<file path="config.mk">
export PLATFORM = sky130hd
export DESIGN_NAME = pipeline_stall_controller
export DESIGN_NICKNAME = d
export VERILOG_FILES = /design/src/rtl/pipeline_stall_controller.sv
export SDC_FILE = /design/constraint.sdc
export NUM_CORES = 1
export LEC_CHECK = 0
export ABC_AREA = 1
export CORE_ASPECT_RATIO = 0.8
export CORE_UTILIZATION = 45
export CTS_CLUSTER_DIAMETER = 60
export DETAILED_ROUTE_END_ITERATION = 8
export PLACE_DENSITY_LB_ADDON = 0.08
export SETUP_SLACK_MARGIN = 0.5
export SLEW_MARGIN = 20
export SYNTH_ARGS = -nofsm -noshare
export SYNTH_HDL_FRONTEND = slang
export SYNTH_SLANG_ARGS = --single-unit
</file>
<file path="constraint.sdc">
create_clock -name clk_i -period 3 [get_ports clk_i]
set_clock_uncertainty 0.05 [all_clocks]
set_input_delay 0.6 -clock clk_i [delete_from_list [all_inputs] [get_ports clk_i]]
set_output_delay 0.6 -clock clk_i [all_outputs]
set_load 0.1 [all_outputs]
</file>
<file path="src/rtl/pipeline_stall_controller.sv">
// Central stall/flush sequencer for the 5-stage pipeline.
// Merges load-use, branch-taken and data-memory handshake into one set of
// pipeline-register write enables and bubble controls. The controls are Mealy,
// so a hazard raised this cycle is answered in the same cycle. Two saturating
// counters record stall cycles and IF/ID flush cycles.
module pipeline_stall_controller #(
  parameter int unsigned CNT_W = 32
) (
  input  logic             clk_i,
  input  logic             rst_i,
  input  logic             start_i,
  input  logic             load_use_i,
  input  logic             branch_taken_i,
  input  logic             mem_req_i,
  input  logic             mem_ack_i,
  output logic             pc_write_o,
  output logic             if_id_write_o,
  output logic             if_id_flush_o,
  output logic             id_ex_write_o,
  output logic             id_ex_noop_o,
  output logic             ex_mem_write_o,
  output logic             mem_wb_noop_o,
  output logic [CNT_W-1:0] stall_cnt_o,
  output logic [CNT_W-1:0] flush_cnt_o
);

  typedef enum logic [1:0] {
    S_IDLE = 2'd0,
    S_RUN  = 2'd1,
    S_WAIT = 2'd2
  } state_e;

  // One bundle for every pipeline control so each decode arm sets them all.
  typedef struct packed {
    logic pc_write;
    logic if_id_write;
    logic if_id_flush;
    logic id_ex_write;
    logic id_ex_noop;
    logic ex_mem_write;
    logic mem_wb_noop;
  } ctrl_t;

  localparam ctrl_t CTRL_IDLE   = '{default: 1'b0};
  localparam ctrl_t CTRL_MEMSTL = '{mem_wb_noop: 1'b1, default: 1'b0};
  localparam ctrl_t CTRL_LDUSE  = '{pc_write: 1'b0, if_id_write: 1'b0, if_id_flush: 1'b0,
                                    id_ex_write: 1'b1, id_ex_noop: 1'b1, ex_mem_write: 1'b1,
                                    mem_wb_noop: 1'b0};
  localparam ctrl_t CTRL_BRANCH = '{pc_write: 1'b1, if_id_write: 1'b1, if_id_flush: 1'b1,
                                    id_ex_write: 1'b1, id_ex_noop: 1'b0, ex_mem_write: 1'b1,
                                    mem_wb_noop: 1'b0};
  localparam ctrl_t CTRL_NORMAL = '{pc_write: 1'b1, if_id_write: 1'b1, if_id_flush: 1'b0,
                                    id_ex_write: 1'b1, id_ex_noop: 1'b0, ex_mem_write: 1'b1,
                                    mem_wb_noop: 1'b0};

  localparam logic [CNT_W-1:0] CNT_ONE = {{(CNT_W-1){1'b0}}, 1'b1};

  state_e           state_q, state_d;
  ctrl_t            ctrl;
  logic             mem_stall;
  logic             active;
  logic [CNT_W-1:0] stall_cnt_q, stall_cnt_d;
  logic [CNT_W-1:0] flush_cnt_q, flush_cnt_d;

  // A memory access is stalling whenever it is outstanding and not acked now;
  // an ack in MEM_WAIT lets the pipeline advance in that same cycle.
  always_comb begin
    active    = (state_q == S_RUN) || (state_q == S_WAIT);
    mem_stall = ((state_q == S_RUN) && mem_req_i && !mem_ack_i) ||
                ((state_q == S_WAIT) && !mem_ack_i);
  end

  // State register; reset abandons any outstanding memory access.
  always_ff @(posedge clk_i or posedge rst_i) begin
    if (rst_i) state_q <= S_IDLE;
    else       state_q <= state_d;
  end

  // Next state: MEM_WAIT ignores start_i until the access completes.
  always_comb begin
    state_d = state_q;
    unique case (state_q)
      S_IDLE: if (start_i) state_d = S_RUN;
      S_RUN: begin
        if (mem_req_i && !mem_ack_i) state_d = S_WAIT;
        else if (!start_i)           state_d = S_IDLE;
      end
      S_WAIT: if (mem_ack_i) state_d = S_RUN;
      default: state_d = S_IDLE;
    endcase
  end

  // Output decode, priority: idle, memory stall, load-use, branch, normal.
  // Load-use beats branch because the branch re-resolves next cycle.
  always_comb begin
    ctrl = CTRL_IDLE;
    if (!active)            ctrl = CTRL_IDLE;
    else if (mem_stall)     ctrl = CTRL_MEMSTL;
    else if (load_use_i)    ctrl = CTRL_LDUSE;
    else if (branch_taken_i) ctrl = CTRL_BRANCH;
    else                    ctrl = CTRL_NORMAL;
  end

  assign pc_write_o     = ctrl.pc_write;
  assign if_id_write_o  = ctrl.if_id_write;
  assign if_id_flush_o  = ctrl.if_id_flush;
  assign id_ex_write_o  = ctrl.id_ex_write;
  assign id_ex_noop_o   = ctrl.id_ex_noop;
  assign ex_mem_write_o = ctrl.ex_mem_write;
  assign mem_wb_noop_o  = ctrl.mem_wb_noop;

  // Saturating increments; counters hold in IDLE and survive start_i toggles.
  always_comb begin
    stall_cnt_d = stall_cnt_q;
    flush_cnt_d = flush_cnt_q;
    if (active && !ctrl.pc_write && !(&stall_cnt_q)) stall_cnt_d = stall_cnt_q + CNT_ONE;
    if (ctrl.if_id_flush && !(&flush_cnt_q))         flush_cnt_d = flush_cnt_q + CNT_ONE;
  end

  // Performance counter registers.
  always_ff @(posedge clk_i or posedge rst_i) begin
    if (rst_i) begin
      stall_cnt_q <= '0;
      flush_cnt_q <= '0;
    end else begin
      stall_cnt_q <= stall_cnt_d;
      flush_cnt_q <= flush_cnt_d;
    end
  end

  assign stall_cnt_o = stall_cnt_q;
  assign flush_cnt_o = flush_cnt_q;

endmodule
</file>
### After elaboration in Yosys (flattened, before gate mapping)

Cells that the tools add are included.

* muxes and demuxes: 9
* add/sub/neg operators: 2
* reductions and logical operators: 17
* equal/unequal tests: 5

Operators with widths (number)
* adder 32 x 1 -> 32 bit (second input constant): 2
* AND reduction 32 bit: 2
* 2-to-1 mux 7 bit: 3
* 2-to-1 mux 2 bit: 4
* logical AND 1 bit: 7
* one-hot mux 2 bit (3 select lines): 1
* 2-to-1 mux 5 bit: 1
* zero test 1 bit: 4
* != test 2 bit (second input constant): 2
* != test 3 x 2 -> 1 bit (second input constant): 1
* AND reduction 3 bit: 1
* equality test 2 x 1 -> 1 bit (second input constant): 1
* equality test 2 bit (second input constant): 1
* zero test 2 bit: 1
* logical OR 1 bit: 2

* word-level logic and storage cells: 36
* register bits after elaboration: 66
* output and inout bits: 71
* input port bits: 7

### Depth between registers and ports, before layout

Gate-level depths: netlist of run 1.

* depth after elaboration: 9
* gate-level depth with buffers: 11
* gate-level depth less buffers: 10

### Least setup slack after synthesis of run 1

Ideal clock, no wire load.

* path type: register to output
* from: register state_q[0]
* to: output id_ex_noop_o
* arrival time: 2886 ps
* path buffers: 0
* data required time: 2350 ps
* path slack: -536 ps
* cell stages (with the launch flop): 5
* path through: dfrtp_1 > inv_1 > ha_1 > inv_1 > nor3_1

* word-level cells in the longest chain between the ends: 6
* elaborated cells on any way between the ends: 9
* classes of those cells: 2 x eq/ne; 2 x mux; 5 x reduce/logical

RTL lines
* start, declared: RTL line 58 `state_e state_q, state_d;`
* start signal, assigned: RTL line 76 `else state_q <= state_d;`
* equality test 2 x 1 -> 1 bit: RTL line 68, 69
* logical AND 1 bit (2 in series): RTL line 69 `mem_stall = ((state_q == S_RUN) && mem_req_i && !mem_ack_i) ||`
* logical OR 1 bit: RTL line 69
* 2-to-1 mux 7 bit: RTL line 98 `else if (mem_stall) ctrl = CTRL_MEMSTL;`
* 2-to-1 mux 7 bit (*): RTL line 97 `if (!active) ctrl = CTRL_IDLE;`
* end, declared: RTL line 20 `output logic id_ex_noop_o,`

Mark *: on every way between the ends. The rest lies on a longest branch, timed or not.

### Worst setup path in the final report of run 1

Ends and elaborated chain as after synthesis.

==> results of run 1 <==
[layout make-up]
cell class                      count  area [um^2]  share of cell area
Multi-Input combinational cell    578         2639              0.4633
Sequential cell                    66         1652              0.2900
Timing Repair Buffer               80        715.7              0.1257
Clock buffer                       15        297.8             0.05228
Inverter                           57        216.5             0.03801
Tap cell                          136        170.2             0.02988
Clock inverter                      1        5.005           0.0008787
[how the worst min path moves through the flow]
| stage | from | end | slack [ns] | cells past startpoint |
|---|---|---|---|---|
| after floorplan | state_q[1] | state_q[1] | 0.45 | 2 |
| after global placement | flush_cnt_o[3] | flush_cnt_o[3] | 0.48 | 2 |
| after detailed placement | flush_cnt_o[3] | flush_cnt_o[3] | 0.48 | 2 |
| after CTS | state_q[1] | state_q[1] | 0.50 | 2 |
| after global routing | flush_cnt_o[3] | flush_cnt_o[3] | 0.53 | 2 |
| final | state_q[1] | state_q[1] | 0.50 | 2 |
[stage by stage]
step / worst slack [ns] / hold WS [ns] / cell area (um^2) / total power, W / std cells
3_5_place_dp: 0.5248 / 0.4845 / 5356 / 0.002658 / 917
3_3_place_gp: 0.5621 / 0.4809 / 5356 / 0.002634 / 917
2_1_floorplan: 0.2424 / 0.4527 / 4576 / 0.002288 / 713
5_1_grt: 0.5102 / 0.5337 / 5695 / 0.003900 / 933
4_1_cts: 0.5177 / 0.4995 / 5659 / 0.003734 / 933
6_report: 0.5807 / 0.5005 / 5695 / 0.003742 / 933
[state kept, by name, summed over array words and instances (netlist names)]
| register | flops |
|---|---|
| state_q | 2 |
| flush_cnt_o | 32 |
| stall_cnt_o | 32 |
[placed cells by master, fill, tap and decap left out, drive strengths merged]
cell	Yosys	routed
and2	1	1
buf	12	74
clkbuf	0	15
clkdlybuf4s50	0	6
clkinv	0	1
dfrtp	66	66
ha	6	6
inv	57	57
nand2	386	386
nand3	29	29
nand3b	8	8
nand4	3	3
nor2	104	104
nor3	1	1
o21ai	12	12
o31ai	1	1
xnor2	7	7
xor2	20	20
[routing by layer]
| metal | up-vias | GRT usage | share of wire |
|---|---|---|---|
| li1 | 2314 | - | - |
| met1 | 2050 | 0.3868 | 0.52 |
| met2 | 138 | 0.3611 | 0.41 |
| met3 | 8 | 0.05750 | 0.066 |
| met4 | 0 | 0.06169 | 0.0079 |
| met5 | - | 0 | 0 |
[what timing repair did]
item                       CTS  global route
setup endpoints to repair    0             6
setup buffers                0             0
resized for setup            0             8
hold buffers                 0             0
[critical path: stages (launching register included)]
cell     delay, ns
dfrtp_1       0.40
inv_1         0.08
ha_1          0.33
inv_1         0.18
nor3_4        0.26
buf_12        0.20
[kinds of logic (layout without fill, tap and decap cells)]
logic type	after synthesis	after routing	share of synthesized area
buffers and inverters	69	153	0.07043
DFF	66	66	0.3617
xor gates and xnor gates	27	27	0.05180
AOI/OAI and AO/OA	13	13	0.01480
and+or+nand+nor	532	532	0.4848
adders and majority gates	6	6	0.01644
[power breakdown]
part	leakage, nW	internal [W]	switching [W]
combinational	1.86	0.000413	0.00122
sequential	0.911	0.000953	0.0000937
clock	0.152	0.000672	0.000395
==> results by group, run 1 <==
Run status
  – Status: finished, final reports clean

Drt
  – Drt wl/cell: 13.40 um
  – Initial DRC Count: 311
  – Post-route ant nets: 0
  – Vias per cell: 4.834
  – Routed vias: 4,510
  – Pre-Repair DR Iteration Count: 5
  – Drt drc: 0
  – DRT Wirelength: 12.50 mm

Worst setup path
  – Reg2Reg Capture Point: flush_cnt_o[8]
  – Flop-to-flop setup slack: 0.90 ns
  – CP Capture Type: output pin
  – Critical path class: reg2out
  – CP startpoint: state_q[0]
  – Crit path DAT: 1.77 ns
  – Worst flop-to-flop path startpoint: state_q[0]
  – Startpoint Class: flip-flop
  – Worst-path fanout max: 4
  – Worst endpoint required time: 2.35 ns
  – Setup crit end: id_ex_noop_o
  – Worst R2R Path Depth: 8

Yosys
  – Leading area contributor after synthesis: dfrtp_1
  – Synth cell count leaders: 377 x nand2_1, 95 x nor2_1, 66 x dfrtp_1
  – Post-synth top flop: dfrtp_1
  – Cell variety after synth: 25
  – Area share of the largest cell type after synthesis: 0.3617
  – Synth area leaders: dfrtp_1 36%, nand2_1 31%, nor2_1 7.8%, inv_1 4.4%, xor2_1 3.8%
  – Syn Area/Cell: 6.403 um^2
  – Synth Instances: 713
  – Synthesized cell area: 4566 um^2
  – Seq cells post-synth: 66
  – Yosys warnings: 0
  – Most numerous cell in the Yosys netlist: nand2_1
  – Register area share after synthesis: 0.3617
  – Syn Nets: 726
  – Post-synth EDFFs: 0
  – Post-synth ARST share: 1.000

Place
  – Count of port buffers added during placement: 77
  – Hpwl dp: 9.099 mm
  – Final Wtd Congestion: 0.9277

Timing
  – Sum Neg Setup Slack: 0 ns
  – Max Clock Freq: 413.3 MHz
  – # setup viols final: 0
  – Unrepaired setup endpoints after global routing: false
  – Fin crit period: 2.419 ns
  – Slew margin rel.: 0.6740
  – Worst-Margin Slew: 0.4872 ns
  – Tcrit/Tclk final: 0.8064
  – Slew Viols, Final: 0
  – Final Hold Viols: 0

Pwr
  – Lkg Pwr: 2.925 nW
  – Max IR drop VDD: 1.236 mV
  – Pwr dens: 657.0 nW/um^2

GRT
  – Vias in the first global route: 4,176
  – First-pass GRT wire length: 20.76 mm
  – Total GRT Usage: 0.2549
  – Initial antenna violation count: 0
  – Largest net degree at the start of global routing: 48
  – Total global routing overflow: 0

Floorplan
  – Placeable Area: 9729 um^2
  – Die ar.: 10,550 um^2
  – I/O pin cnt: 78
  – Row count: 32
  – Initial Util: 0.4693
  – Die H: 92.09 um
  – Die X: 114.6 um

Finish
  – Share of cells above drive strength 1: 0.1481
  – Nets: 805
  – Utilization after layout: 0.5854
  – Diode count: 0
  – Fillers: 942
  – Area grow syn2layout: 24.75%

Clock tree
  – Reg clk slew, reported paths: 0.05 ns
  – Clk sink count: 66
  – CTS tree: built
  – H-tree depth: 3
  – Root Driver: clkbuf_16
  – Total CTS buffers: 9
  – Clock Path Buffers: 2
  – Clk_lat worst skew: 0.33 ns

Job
  – Max_cap viols: 0

Hold path
  – Hold Crit Class: reg2reg
No activity file was read; power rests on OpenSTA's default activity.
==> inputs of run 2 (changes only) <==
==> constraint.sdc (replaced) <==
create_clock -name clk_i -period 2 [get_ports clk_i]
set_clock_uncertainty 0.05 [all_clocks]
set_input_delay 0.4 -clock clk_i [delete_from_list [all_inputs] [get_ports clk_i]]
set_output_delay 0.4 -clock clk_i [all_outputs]
set_load 0.1 [all_outputs]
==> run 2 against run 1 <==
The run now ends with setup timing left. Flip-flop and latch count is the same. Worst setup slack got worse by 0.71 ns. First-iteration DRC count grew 26%. Utilization is 21 points higher. Highest routed layer unchanged.
==> results by group, run 2 (same netlist as run 1, synthesis figures left out) <==
GRT
  – Total GRT Usage: 0.2984 (+0.04353)
  – Initial antenna violation count: 0 (unchanged)
  – Vias in the first global route: 4,759 (+14%)
  – First-pass GRT wire length: 24.23 mm (+17%)
  – Total global routing overflow: 0 (unchanged)
  – Largest net degree at the start of global routing: 67 (+40%)

Timing
  – Worst setup margin: -0.1329 ns (-0.7136 ns)
  – Fin crit period: 2.133 ns
  – # setup viols final: 33 (+33)
  – Tcrit/Tclk final: 1.066
  – Final hold slack: 0.4154 ns (-0.08510 ns)
  – Slew Viols, Final: 0 (unchanged)
  – Final Hold Viols: 0 (unchanged)
  – Unrepaired setup endpoints after global routing: true
  – Slew margin rel.: 0.7173 (+0.04337)
  – Max Clock Freq: 468.8 MHz
  – Worst-Margin Slew: 0.4224 ns (-0.06481 ns)

Finish
  – Nets: 842 (+4.6%)
  – Area grow syn2layout: 68.51%
  – Most frequent cells in the layout: 314 x nand2_1, 91 x nor2_1, 82 x buf_12
  – Final instance count without filler cells: 970 (+4.0%)
  – Share of cells above drive strength 1: 0.3573 (+0.2093)
  – Diode count: 0 (unchanged)
  – Most common cell after layout, fill and taps aside: nand2_1

Worst setup path
  – Worst endpoint required time: 1.55 ns (-0.80 ns)
  – Startpoint Class: flip-flop
  – Worst-path fanout max: 4 (unchanged)
  – Worst flop-to-flop path startpoint: state_q[1]
  – Crit path DAT: 1.68 ns (-0.09 ns)
  – Flop-to-flop setup slack: -0.07 ns (-0.97 ns)
  – Worst R2R Path Depth: 13 (+5)
  – Critical path class: reg2out
  – Reg2Reg Capture Point: flush_cnt_o[12]
  – CP Capture Type: output pin

Clock tree
  – CTS Hold Bufs: 0 (unchanged)
  – H-tree depth: 3 (unchanged)
  – Clk_lat worst skew: 0.34 ns (about the same)
  – Root Driver: clkbuf_16
  – Clk sink count: 66 (unchanged)
  – Reg clk slew, reported paths: 0.06 ns (about the same)
  – Clock Path Buffers: 2 (unchanged)
  – Total CTS buffers: 9 (unchanged)
  – CTS tree: built

Drt
  – Routed vias: 5,099 (+13%)
  – Vias per cell: 5.257 (+8.7%)
  – Met3 wire len: 1.252 mm (+52%)
  – Met1 WL: 6.794 mm (+4.6%)
  – Initial DRC Count: 393 (+26%)
  – Met2 routed WL: 7.396 mm (+45%)
  – DRT Wirelength: 15.78 mm (+26%)
  – Pre-Repair DR Iteration Count: 5 (unchanged)
  – Post-route ant nets: 0 (unchanged)
  – Uppermost layer routed: met4
  – Drt wl/cell: 16.27 um (+21%)
  – Drt drc: 0 (unchanged)

Place
  – Hpwl dp: 9.609 mm (+5.6%)
  – Inst Count DP: 928 (+1.2%)
  – Count of port buffers added during placement: 77 (unchanged)
  – Final Wtd Congestion: 0.9293 (+0.17%)

Pwr
  – Pwr dens: 944.9 nW/um^2 (+44%)
  – Max IR drop VDD: 0.4480 mV (-64%)
  – Lkg Pwr: 3.605 nW (+23%)
  – Final Power: 0.007270 W (+94%)

Hold path
  – Hold Crit Class: in2async

Job
  – Max_cap viols: 0 (unchanged)

Floorplan
  – Die ar.: 10,550 um^2 (unchanged)
  – Placeable Area: 9729 um^2 (unchanged)
  – Row count: 32 (unchanged)
  – Die X: 114.6 um (unchanged)
  – Initial Util: 0.4693 (unchanged)
  – I/O pin cnt: 78 (unchanged)
  – Die H: 92.09 um (unchanged)

Run status
  – Status: finished, violations left
  – Failing checks: setup timing
run 2: cell count changes in the layout (fill, tap and decap cells not counted), moves of 33 or more:
cell     delta
buf_4      -54
dfrtp_1    -64
dfrtp_2    +38
nand2_2    +33
buf_12     +74
nand2_1    -61
run 2: how the worst max path moves through the flow:
stage,depth (start not counted),slack [ns],from,end
6_report,6,-0.13,state_q[1],if_id_flush_o
5_1_grt,7,-0.19,state_q[1],id_ex_noop_o
4_1_cts,6,-0.10,state_q[1],if_id_flush_o
3_5_place_dp,8,-0.13,mem_ack_i,mem_wb_noop_o
3_3_place_gp,8,-0.11,mem_ack_i,mem_wb_noop_o
2_1_floorplan,6,-0.07,state_q[1],pc_write_o
run 2: final cells by class:
cell class	count	area (um^2)
Clock inverter	5	85.08
Fill cell	615	2036
Multi-Input combinational cell	578	3060
Inverter	57	274.0
Tap cell	136	170.2
Clock buffer	11	252.7
Sequential cell	66	1797
Timing Repair Buffer	114	1998
Timing Repair inverter	3	56.30
run 2: what timing repair did:
| action | 4_1_cts | 5_1_grt |
|---|---|---|
| setup endpoints to repair | 74 | 84 |
| pin swaps | 30 | 19 |
| resized for setup | 82 | 56 |
| gates cloned | 5 | 1 |
| buffers inserted | 16 | 4 |
run 2: through the flow:
step	util	TNS [ns]	area (um^2)	worst slack [ns]
after CTS	0.7613	-0.5642	7407	-0.1046
after global routing	0.7908	-5.225	7694	-0.1940
after detailed placement	0.6755	-5.954	6573	-0.1310
after floorplan	-	-1.568	4877	-0.06960
after global placement	0.6755	-4.542	6573	-0.1058
final	0.7908	-1.948	7694	-0.1329
run 2: critical path, stage by stage (launching register included):
cell and delay, ns:
dfrtp_1 0.43, inv_2 0.09, ha_4 0.18, nand3_4 0.11, nand3b_1 0.13, nor2_4 0.19, buf_12 0.20
run 2: power breakdown:
part | internal (W) | switching, W
clock network | 0.00117 | 0.000675
registers | 0.00147 | 0.000184
logic | 0.00146 | 0.00231
run 2: layer usage:
| metal | vias up | track usage |
|---|---|---|
| li1 | 2388 | - |
| met1 | 2419 | 0.4317 |
| met2 | 255 | 0.4641 |
| met3 | 37 | 0.04164 |
| met4 | 0 | 0.08117 |
| met5 | - | 0 |
==> inputs of run 3 (changes only) <==
--- a/config.mk
+++ b/config.mk
@@ -11,6 +11,7 @@
 export CTS_CLUSTER_DIAMETER = 60
 export DETAILED_ROUTE_END_ITERATION = 8
 export PLACE_DENSITY_LB_ADDON = 0.08
+export RECOVER_POWER = 50
 export SETUP_SLACK_MARGIN = 0.5
 export SLEW_MARGIN = 20
 export SYNTH_ARGS = -nofsm -noshare
==> run 3 against run 2 <==
The run still ends with setup timing left. Cell count unchanged. Final area down 0.37%. Utilization down 0.30 points. Sequential power about the same. Power about the same. Non-clock buffer count unchanged. Clock power about the same. Routed wire length down 0.29%. Combinational power about the same. Critical path depth unchanged. Flip-flop and latch count unchanged.
==> results by group, run 3 (same netlist as run 1, synthesis figures left out) <==
Timing
  – Slew margin rel.: 0.3648 (-0.3525)
  – # setup viols final: 33 (unchanged)
  – Fin crit period: 2.133 ns (+0.0002750 ns)
  – Unrepaired setup endpoints after global routing: true
  – Tcrit/Tclk final: 1.067 (about the same)
  – Max Clock Freq: 468.8 MHz (about the same)
  – Worst setup margin: -0.1332 ns (-0.0002750 ns)
  – Worst-Margin Slew: 0.9527 ns (+0.5303 ns)
  – Final Hold Viols: 0 (unchanged)
  – Final hold slack: 0.5295 ns (+0.1141 ns)
  – Slew Viols, Final: 0 (unchanged)
  – Sum Neg Setup Slack: -1.922 ns (+0.02567 ns)

Clock tree
  – Clock Path Buffers: 2 (unchanged)
  – Clk sink count: 66 (unchanged)
  – Clk_lat worst skew: 0.34 ns (about the same)
  – Total CTS buffers: 9 (unchanged)
  – Reg clk slew, reported paths: 0.06 ns (about the same)
  – CTS tree: built
  – Root Driver: clkbuf_16
  – H-tree depth: 3 (unchanged)

Worst setup path
  – CP startpoint: state_q[1]
  – Crit-path cells: inv_2 > ha_4 > nand3_4 > nand3b_1 > nor2_4 > buf_12
  – Setup crit end: if_id_flush_o
  – Slowest CP cell: dfrtp_1
  – Worst R2R Path Depth: 13 (unchanged)
  – Crit path DAT: 1.68 ns (about the same)
  – Startpoint Class: flip-flop
  – Flop-to-flop setup slack: -0.07 ns (about the same)
  – Worst endpoint required time: 1.55 ns (about the same)
  – Critical path class: reg2out
  – Reg2Reg Capture Point: flush_cnt_o[12]
  – Worst flop-to-flop path startpoint: state_q[1]
  – Worst-path fanout max: 4 (unchanged)
  – CP Capture Type: output pin
  – CP max stage delay: 0.43 ns (about the same)

Floorplan
  – I/O pin cnt: 78 (unchanged)
  – Die ar.: 10,550 um^2 (unchanged)
  – Initial Util: 0.4693 (unchanged)
  – Placeable Area: 9729 um^2 (unchanged)
  – Die X: 114.6 um (unchanged)
  – Row count: 32 (unchanged)
  – Die H: 92.09 um (unchanged)

Drt
  – Drt wl/cell: 16.22 um (-0.29%)
  – Post-route ant nets: 0 (unchanged)
  – DRT Wirelength: 15.74 mm (-0.29%)
  – Drt drc: 0 (unchanged)
  – Routed vias: 5,103 (+0.078%)
  – Uppermost layer routed: met4
  – Met2 routed WL: 7.374 mm (-0.30%)
  – Met1 WL: 6.807 mm (+0.19%)
  – Vias per cell: 5.261 (about the same)
  – Pre-Repair DR Iteration Count: 5 (unchanged)
  – Met3 wire len: 1.210 mm (-3.4%)
  – Initial DRC Count: 393 (unchanged)

Finish
  – Most frequent cells in the layout: 314 x nand2_1, 91 x nor2_1, 81 x buf_12
  – Fillers: 627 (+2.0%)
  – FF+latch area: 1780 um^2 (-0.90%)
  – Area grow syn2layout: 67.88%
  – Diode count: 0 (unchanged)
  – Share of cells above drive strength 1: 0.3417 (-0.01559)
  – Finished layout cell area: 7665 um^2 (-0.37%)
  – Final instance count without filler cells: 970 (unchanged)
  – Most common cell after layout, fill and taps aside: nand2_1
  – Multi-input logic area: 3060 um^2 (unchanged)
  – Nets: 842 (unchanged)

Place
  – Hpwl dp: 9.609 mm (unchanged)
  – Final Wtd Congestion: 0.9293 (unchanged)
  – Inst Count DP: 928 (unchanged)
  – Placed Area: 6573 um^2 (unchanged)
  – Count of port buffers added during placement: 77 (unchanged)

Hold path
  – Hold Crit Class: reg2reg
  – Cells on Worst Hold Path: 2
  – Hold_sp: flush_cnt_o[3]

GRT
  – Vias in the first global route: 4,759 (unchanged)
  – Initial antenna violation count: 0 (unchanged)
  – Total global routing overflow: 0 (unchanged)
  – First-pass GRT wire length: 24.23 mm (unchanged)
  – Largest net degree at the start of global routing: 67 (unchanged)
  – Total GRT Usage: 0.2984 (unchanged)

Run status
  – Status: finished, violations left
  – Failing checks: setup timing

Pwr
  – Lkg Pwr: 3.622 nW (+0.48%)
  – Int Pwr: 0.004099 W (about the same)
  – Final Power: 0.007270 W (about the same)
  – Clock group share of total power: 0.254 (about the same)
  – Sw Ratio: 0.4361 (about the same)
  – Switching Power: 0.003170 W (about the same)
  – Logic pwr share: 0.518 (about the same)
  – Max IR drop VDD: 0.4480 mV (about the same)
  – Sequential share of power: 0.228 (about the same)
  – Pwr dens: 948.5 nW/um^2 (+0.38%)

Job
  – Max_cap viols: 0 (unchanged)
[run 3: changes by cell type in the layout (fill, tap and decap cells not counted), sizes merged]
cell / change
buf: -1
clkdlybuf4s50: -1
dlygate4sd3: +1
clkbuf: +1
[run 3: power by group through the flow]
| stage | clock (W) | sequential (W) | combinational, W |
|---|---|---|---|
| 5_1_grt | 0.00189 | 0.00167 | 0.00391 |
| 2_1_floorplan | 0 | 0.00216 | 0.00161 |
| 3_3_place_gp | 0 | 0.00167 | 0.00295 |
| 4_1_cts | 0.00184 | 0.00164 | 0.00347 |
| 6_report | 0.00184 | 0.00166 | 0.00377 |
| 3_5_place_dp | 0 | 0.00168 | 0.00298 |
[run 3: metrics by stage]
| step | setup WS [ns] | util |
|---|---|---|
| after CTS | -0.1046 | 0.7613 |
| after detailed placement | -0.1310 | 0.6755 |
| after floorplan | -0.06960 | - |
| final | -0.1332 | 0.7878 |
| after global routing | -0.1940 | 0.7878 |
| after global placement | -0.1058 | 0.6755 |
[run 3: worst min path at each step]
stage	end
after CTS	stall_cnt_o[23]
after global routing	flush_cnt_o[3]
after detailed placement	flush_cnt_o[3]
after floorplan	state_q[1]
final	flush_cnt_o[3]
after global placement	flush_cnt_o[3]
[run 3: layout make-up]
cell class / count / area share
inverters: 57 / 0.03575
well taps: 136 / 0.02220
clock inverters: 5 / 0.01110
multi-input cells: 578 / 0.3993
repair buffers: 114 / 0.2591
repair inverters: 3 / 0.007346
clock buffers: 11 / 0.03297
flip-flops and latches: 66 / 0.2323
[run 3: worst max-delay path, delay by kind of cell, from the launching register on]
family,cells,cell delay (ns)
adder cells (fa/ha/maj),1,0.18
flip-flops,1,0.43
buffers and inverters,2,0.29
AND/OR/NAND/NOR,3,0.43
[run 3: timing repair]
action | in CTS | in global routing
gates cloned | 5 | 1
setup buffers | 16 | 4
endpoints found under the setup margin | 74 | 84
pin swaps | 30 | 19
hold buffers | 0 | 0
resized for setup | 82 | 56
[run 3: layer usage]
metal	up-vias	GRT usage
li1	2389	-
met1	2413	0.4317
met2	262	0.4641
met3	39	0.04164
met4	0	0.08117
met5	-	0
